==> src/rtl/cpu_mem_responder.sv <==
// Responder for the core's fetch and data request ports. Both requesters share one
// synchronous RAM. Data has fixed priority, and every grant returns one ready pulse.
module cpu_mem_responder #(
   parameter int          RAM_AW      = 20,
   parameter int          RAM_LATENCY = 1,
   parameter logic [63:0] ADDR_BASE   = 64'h0000_0000_8000_0000
) (
   input  logic              clk,
   input  logic              rst,
   input  logic              if_valid,
   input  logic [63:0]       if_addr,
   input  logic [1:0]        if_size,
   output logic              if_ready,
   output logic [1:0]        if_resp,
   output logic [63:0]       if_data_read,
   input  logic              mem_valid,
   input  logic [1:0]        mem_req,
   input  logic [63:0]       mem_addr,
   input  logic [1:0]        mem_size,
   input  logic [63:0]       mem_data_write,
   output logic              mem_ready,
   output logic [1:0]        mem_resp,
   output logic [63:0]       mem_data_read,
   output logic              ram_en,
   output logic              ram_we,
   output logic [RAM_AW-1:0] ram_addr,
   output logic [7:0]        ram_wstrb,
   output logic [63:0]       ram_wdata,
   input  logic [63:0]       ram_rdata
);

   typedef enum logic [1:0] {IDLE, ACCESS, RESP} state_e;

   localparam logic [2:0] LAT = 3'(RAM_LATENCY);

   state_e      state_q, state_d;
   logic        gnt_mem_q, gnt_mem_d;
   logic [63:0] addr_q, addr_d;
   logic [1:0]  size_q, size_d;
   logic        we_q, we_d;
   logic [63:0] wdata_q, wdata_d;
   logic [2:0]  cnt_q, cnt_d;
   logic [1:0]  if_resp_q, if_resp_d, mem_resp_q, mem_resp_d;
   logic [63:0] if_data_q, if_data_d, mem_data_q, mem_data_d;

   logic [63:0] req_addr, req_off;
   logic [1:0]  req_size;
   logic        req_oor, req_mis;
   logic [1:0]  req_err;
   logic [7:0]  strb;

   always_comb begin
      req_addr = mem_valid ? mem_addr : if_addr;
      req_size = mem_valid ? mem_size : if_size;
      req_off  = req_addr - ADDR_BASE;
      req_oor  = (req_off >> (RAM_AW + 3)) != 64'd0;
      case (req_size)
         2'b00:   req_mis = 1'b0;
         2'b01:   req_mis = req_addr[0];
         2'b10:   req_mis = |req_addr[1:0];
         default: req_mis = |req_addr[2:0];
      endcase
      // Range is checked first, so a misaligned address that is also out of range reports 11.
      req_err = req_oor ? 2'b11 : (req_mis ? 2'b10 : 2'b00);
   end

   always_comb begin
      state_d    = state_q;
      gnt_mem_d  = gnt_mem_q;
      addr_d     = addr_q;
      size_d     = size_q;
      we_d       = we_q;
      wdata_d    = wdata_q;
      cnt_d      = cnt_q;
      if_resp_d  = if_resp_q;
      if_data_d  = if_data_q;
      mem_resp_d = mem_resp_q;
      mem_data_d = mem_data_q;
      case (state_q)
         IDLE: begin
            if (mem_valid || if_valid) begin
               gnt_mem_d = mem_valid;
               addr_d    = req_addr;
               size_d    = req_size;
               we_d      = mem_valid && (mem_req == 2'b01);
               wdata_d   = mem_data_write;
               if (req_err != 2'b00) begin
                  state_d = RESP;
                  if (mem_valid) begin
                     mem_resp_d = req_err;
                     mem_data_d = 64'd0;
                  end else begin
                     if_resp_d = req_err;
                     if_data_d = 64'd0;
                  end
               end else begin
                  state_d = ACCESS;
                  cnt_d   = LAT;
               end
            end
         end
         ACCESS: begin
            if (cnt_q == 3'd0) begin
               state_d = RESP;
               if (gnt_mem_q) begin
                  mem_resp_d = 2'b00;
                  mem_data_d = we_q ? 64'd0 : ram_rdata;
               end else begin
                  if_resp_d = 2'b00;
                  if_data_d = ram_rdata;
               end
            end else begin
               cnt_d = cnt_q - 3'd1;
            end
         end
         default: state_d = IDLE;
      endcase
   end

   always_ff @(posedge clk) begin
      if (rst) begin
         state_q    <= IDLE;
         gnt_mem_q  <= 1'b0;
         addr_q     <= 64'd0;
         size_q     <= 2'b00;
         we_q       <= 1'b0;
         wdata_q    <= 64'd0;
         cnt_q      <= 3'd0;
         if_resp_q  <= 2'b00;
         if_data_q  <= 64'd0;
         mem_resp_q <= 2'b00;
         mem_data_q <= 64'd0;
      end else begin
         state_q    <= state_d;
         gnt_mem_q  <= gnt_mem_d;
         addr_q     <= addr_d;
         size_q     <= size_d;
         we_q       <= we_d;
         wdata_q    <= wdata_d;
         cnt_q      <= cnt_d;
         if_resp_q  <= if_resp_d;
         if_data_q  <= if_data_d;
         mem_resp_q <= mem_resp_d;
         mem_data_q <= mem_data_d;
      end
   end

   // The counter still holds its load value only during the first ACCESS cycle.
   always_comb begin
      case (size_q)
         2'b00:   strb = 8'h01 << addr_q[2:0];
         2'b01:   strb = 8'h03 << addr_q[2:0];
         2'b10:   strb = 8'h0F << addr_q[2:0];
         default: strb = 8'hFF;
      endcase
      ram_en    = (state_q == ACCESS) && (cnt_q == LAT);
      ram_we    = ram_en && we_q;
      ram_addr  = ram_en ? (addr_q[RAM_AW+2:3] - ADDR_BASE[RAM_AW+2:3]) : '0;
      ram_wstrb = ram_we ? strb : 8'h00;
      ram_wdata = ram_we ? (wdata_q << {addr_q[2:0], 3'b000}) : 64'd0;
   end

   assign if_ready      = (state_q == RESP) && !gnt_mem_q;
   assign mem_ready     = (state_q == RESP) && gnt_mem_q;
   assign if_resp       = if_resp_q;
   assign if_data_read  = if_data_q;
   assign mem_resp      = mem_resp_q;
   assign mem_data_read = mem_data_q;

endmodule

==> config.mk <==
export PLATFORM = sky130hd
export DESIGN_NAME = cpu_mem_responder
export DESIGN_NICKNAME = d
export VERILOG_FILES = /design/src/rtl/cpu_mem_responder.sv
export SDC_FILE = /design/constraint.sdc
export NUM_CORES = 1
export LEC_CHECK = 0
export ABC_AREA = 1
export CAP_MARGIN = 15
export CORE_AREA = 2 2 195 197
export CTS_CLUSTER_DIAMETER = 100
export DETAILED_ROUTE_END_ITERATION = 8
export DIE_AREA = 0 0 197 199
export PLACE_DENSITY_LB_ADDON = 0.25
export SYNTH_ARGS = -nofsm -noshare
export SYNTH_HDL_FRONTEND = slang
export SYNTH_SLANG_ARGS = --single-unit
==> constraint.sdc <==
create_clock -name clk -period 3.4 [get_ports clk]
set_clock_uncertainty 0.05 [all_clocks]
set_input_delay 0.68 -clock clk [delete_from_list [all_inputs] [get_ports clk]]
set_output_delay 0.68 -clock clk [all_outputs]
set_load 0.005 [all_outputs]
# After elaboration in Yosys (flattened, before gate mapping)

Cells that the tools add are included.

Reductions and logical operators: 21
Eq/ne operators: 17
Mux-type cells: 42
Shift operators: 4
$add $sub $neg: 2

Operator list:

| operator                 | count |
|---|---|
| $mux W64                 | 13 |
| $pmux W64 S2             | 2 |
| $reduce_bool A64 Y1      | 1 |
| $shl A64 B6 Y64          | 1 |
| $sub A64 B32 Y64 const B | 1 |
| $mux W2                  | 16 |
| $pmux W8 S3              | 1 |
| $mux W20                 | 1 |
| $ne A2 B2 Y1 const B     | 9 |
| $pmux W2 S2              | 3 |
| $reduce_and A6 Y1        | 2 |
| $mux W3                  | 3 |
| $eq A2 B1 Y1 const B     | 4 |
| $mux W8                  | 1 |
| $shl A1 B3 Y8 const A    | 1 |
| $shl A2 B3 Y8 const A    | 1 |
| $shl A4 B3 Y8 const A    | 1 |
| $eq A2 B2 Y1 const B     | 3 |
| $logic_not A2 Y1         | 3 |
| $pmux W3 S2              | 1 |
| $logic_and A1 B1 Y1      | 5 |
| $reduce_and A2 Y1        | 2 |
| $reduce_and A4 Y1        | 1 |
| $reduce_bool A2 Y1       | 2 |
| other kinds (8)          | 8 |

Bits of input ports: 266
Word-level logic and storage cells: 97
Bits in registers: 228
Output and inout port bits: 228

# Logic depth before layout (Yosys ltp)

Word-level depth: 9
Mapped depth: 23
Depth with buffers taken out: 20

# Least setup slack after synthesis

No wires, ideal clock.

Path type: input to register
Start point: in mem_valid
End point: reg if_data_q[47] (netlist: if_data_read[47])
Slack: 416 ps
Data arrival time: 2821 ps
Stages: 15
Setup time: 113 ps
Path buffers: 7
Cells stage by stage: buf_4 > buf_6 > buf_2 > buf_2 > buf_2 > mux2i_1 > nor2_1 > o31ai_2 > nand4_4 > nand3_2 > buf_6 > buf_6 > nand2_1 > nand2_1 > nor2_1

Word-level cells in the longest chain between the ends: 8
Elaborated cells on any way between the ends: 18
Those cells by class: 1 x add/sub; 5 x eq/ne; 5 x mux; 7 x reduce/logical

RTL lines:

| what                                                     | line | text |
|---|---|---|
| start: declaration                                       | 16   | `input logic mem_valid,` |
| branches (longest 7 deep; another with $sub A64 B32 Y64) | -    |  |
| $reduce_and A6 Y1 (no line) *                            | -    |  |
| end signal: assignment                                   | 142  | `if_data_q <= if_data_d;` |
| end: declaration                                         | 44   | `logic [63:0] if_data_q, if_data_d, mem_data_q, mem_data_d;` |

Mark *: on every way between the ends.
A chain may end at the register's enable or synchronous reset.

# Worst setup path in the final report

Start point: reg cnt_q[1]
End point: out ram_wstrb[3]

Word-level cells in the longest chain between the ends: 4

RTL lines:

| what                     | line | text |
|---|---|---|
| start: declaration       | 42   | `logic [2:0] cnt_q, cnt_d;` |
| start signal: assignment | 140  | `cnt_q <= cnt_d;` |
| $eq A3 B1 Y1             | 156  | `ram_en = (state_q == ACCESS) && (cnt_q == LAT);` |
| $logic_and A1 B1 Y1      | 156  |  |
| $logic_and A1 B1 Y1      | 157  | `ram_we = ram_en && we_q;` |
| $mux W8                  | 159  | `ram_wstrb = ram_we ? strb : 8'h00;` |
| end: declaration         | 27   | `output logic [7:0] ram_wstrb,` |

No other way between the ends.

==> flow_summary.yaml <==
yosys:
  synth_edf_count: 0
  synthesis.area_mm2: 0.0141
  synthTopCellsByArea: "dfxtp_1 (32%), nand2_1 (19%), inv_1 (11%)"
  syn-mean-instance-area_um2: 5.73
  synth_top_area_frac: 0.324
  syn-instance-count: 2457
  ys_seq_area_frac: 0.324
  synth_flop_cell: "dfxtp_1"
  yosysTopAreaCell: "dfxtp_1"
  mappedNetlistNets: 2728
  synth_async_sr_flop_share: 0
  synth_common_cells: "nand2_1 (697), inv_1 (430), nor2_1 (408)"
  ys_warn_count: 0
  synth_most_common_cell: "nand2_1"
  synth.distinct_cells: 39
  synth-seq-cells: 228
critical_path:
  endpoint_kind: "primary output"
  worst_ep_arrival_time_ps: 2620
  worst_ep_required_time_ps: 2670
  r2r_cells: 10
  path_max_fanout: 5
  startpoint_type: "register"
  regToRegSetupSlack_ps: 730
  r2r_end: "mem_data_read[62]"
  setup.worst_path.class: "reg2out"
  r2r-start: "state_q[0]"
sta:
  hold_violations: 0
  clock.fmax_mhz: 298
  setup_viol: 0
  rsz0062_at_grt: "yes"
  worst_slew_pin_slew_ps: 995
  drv_slew: 0
  min_period_ps: 3350
  slew_headroom: 0.337
  fin_crit_sh: 0.986
clocking:
  clockBufferDepth: 3
  htreeDepth: 1
  cts.sinks: 228
  cts_tree: "built"
  insertion_delay_ps: 580
  root_buffer: "clkbuf_16"
  cts_buffers: 28
  clk_pin_slew_ps: 60
die:
  die_h_um: 199
  die_w_um: 197
  io-pin-count: 494
  core_area_mm2: 0.0371
  start_util: 0.379
  die-area_mm2: 0.0392
  num_rows: 71
final_layout:
  multiInputGateArea_mm2: 0.00736
  final_design_area_no_fill_mm2: 0.0212
  seq_area_mm2: 0.00457
  layout-drive-gt1-share: 0.0761
  fin_util: 0.572
  final_nets: 3221
  stdcell_count: 3448
  nFillCells: 3599
  syn_to_final_growth_pct: 50.8
status:
  outcome: "completed"
route:
  drtIter0Drc: 1056
  via_count: 17100
  post_drt_wl_per_cell_um: 16.3
  ant_nets: 0
  routed_wl_mm: 56.2
  drc_errors: 0
  dr.pass1.iters: 5
  vias_per_cell: 4.97
place:
  io_buffers: 493
  dp_cells: 3380
  place_area_mm2: 0.0200
  place_congestion: 0.984
  dp_hpwl_mm: 41.8
job:
  cap_viol_max_count: 0
global_routing:
  antenna_found_initial: 4
  met3_usage: 0.0405
  grt_util_met1: 0.349
  grt_first_pass_wirelength_mm: 86.6
  grt_pass1_vias: 16200
  grt_util_met2: 0.475
  grt_overflow_total: 0
  busiest_layer: "met2"
  globalRouteTotalUtil: 0.276
  grt_max_degree: 83
worst_hold_path:
  min_path_cells: 2
  min_from: "wdata_q[58]"
  hp-class: "reg2reg"
  hold_end: "wdata_q[58]"
power:
  internal-power_w: 0.00630
  comb_power_share: 0.321
  seqPwrFrac: 0.343
  power.density_mw_per_mm2: 445
  clockPowerShare: 0.336
  static-leakage-power_nw: 10.0
  irDropWorstVdd_uv: 422
  switching_share: 0.334
  p_sw_w: 0.00316
[final cells by class]
cell class | count | share of cell area
diodes | 3 | 0.000353
repair buffers | 613 | 0.286
repair inverters | 1 | 0.000353
clock buffers | 38 | 0.0381
inverters | 437 | 0.0778
multi-input cells | 1641 | 0.347
flip-flops and latches | 228 | 0.215
well taps | 474 | 0.0279
clock inverters | 13 | 0.00807
[flip-flops by register name, summed over array words and instances, names as in the netlist]
register	cells
if_data_read	64
mem_data_read	64
wdata_q	64
addr_q	23
cnt_q	3
if_resp	2
mem_resp	2
size_q	2
state_q	2
gnt_mem_q	1
we_q	1
[critical path, cell delays in order (launching register included)]
cell and delay, ps:
dfxtp_1 300, inv_2 80, ha_1 170, nand3_2 120
nor2_4 150, inv_2 70, nor2_4 150, clkinvlp_4 170
buf_4 160, bufbuf_16 250, o21ai_0 130, dlygate4sd2_1 290
[routing by layer]
metal  wire (µm)  part of all wire
met5           9           0.00016
met3        4100             0.073
met2       26800              0.48
met1       23500              0.42
met4        1890             0.034
[metrics by stage]
| step | total power [W] | worst slack (ps) | setup TNS [ps] | hold slack, ps |
|---|---|---|---|---|
| finish | 0.00946 | 46.1 | 0 | 402 |
| global route | 0.0100 | -70.2 | -188 | 428 |
| CTS | 0.00946 | -39.3 | -66.9 | 406 |
| detailed placement | 0.00626 | -277 | -31870 | 397 |
| global placement | 0.00621 | -247 | -26810 | 391 |
| floorplan | 0.00486 | 416 | 0 | 374 |
[power by group through the flow]
stage	combinational, W	sequential, W	clock [W]
after detailed placement	0.00296	0.00330	0
after floorplan	0.00160	0.00326	0
final	0.00304	0.00325	0.00317
after CTS	0.00300	0.00325	0.00322
after global placement	0.00292	0.00329	0
after global routing	0.00339	0.00328	0.00332
[placed cells by master, fill, tap and decap left out, types with 7 or more instances in the layout]
cell             synthesis  final
o21ai_1                  4      7
clkbuf_8                 0      7
buf_4                    4     97
dlygate4sd2_1            0     21
a21oi_1                102     99
dfxtp_1                228    226
nor2_1                 408    396
nand3_1                 46     45
a211oi_1                15     11
or2_2                    8      8
clkbuf_16                0     29
o21ai_0                178    174
nand4_1                 85     85
nor2_2                   6     13
o22ai_1                 20     20
a31oi_1                 24     24
nor3_1                  16     16
clkinv_2                 0      7
clkdlybuf4s50_1          0    469
nand2_1                697    695
buf_12                   0     16
inv_1                  430    424
[repair_timing]
| action | CTS | global route |
|---|---|---|
| gates cloned | 3 | 1 |
| hold buffers | 0 | 0 |
| pin swaps | 2 | 2 |
| setup buffers | 7 | 3 |
| gates resized for setup | 51 | 21 |
| setup endpoints to repair | 56 | 38 |
[worst max-delay path by stage]
| stage | startpoint | to | slack (ps) | cells after the start |
|---|---|---|---|---|
| 2_1_floorplan | mem_valid | if_data_read[47] | 420 | 15 |
| 3_3_place_gp | if_addr[34] | mem_data_read[51] | -250 | 18 |
| 3_5_place_dp | if_addr[34] | if_data_read[16] | -280 | 18 |
| 4_1_cts | addr_q[0] | ram_wdata[60] | -40 | 9 |
| 5_1_grt | addr_q[0] | ram_wdata[60] | -70 | 9 |
| 6_report | cnt_q[1] | ram_wstrb[3] | 50 | 11 |
[cells by family (layout without fill, tap and decap cells)]
logic type                 after synthesis  count (layout)  synth area share
xor gates and xnor gates                 1               1          0.000622
AOI/OAI and AO/OA                      358             358             0.138
muxes                                    3               3           0.00213
buffers and inverters                  588            1102             0.165
other                                    0               3                 0
adders and majority gates                5               5           0.00444
and+or+nand+nor                       1274            1274             0.366
DFF                                    228             228             0.324
Power figures use the tool's default switching activity.
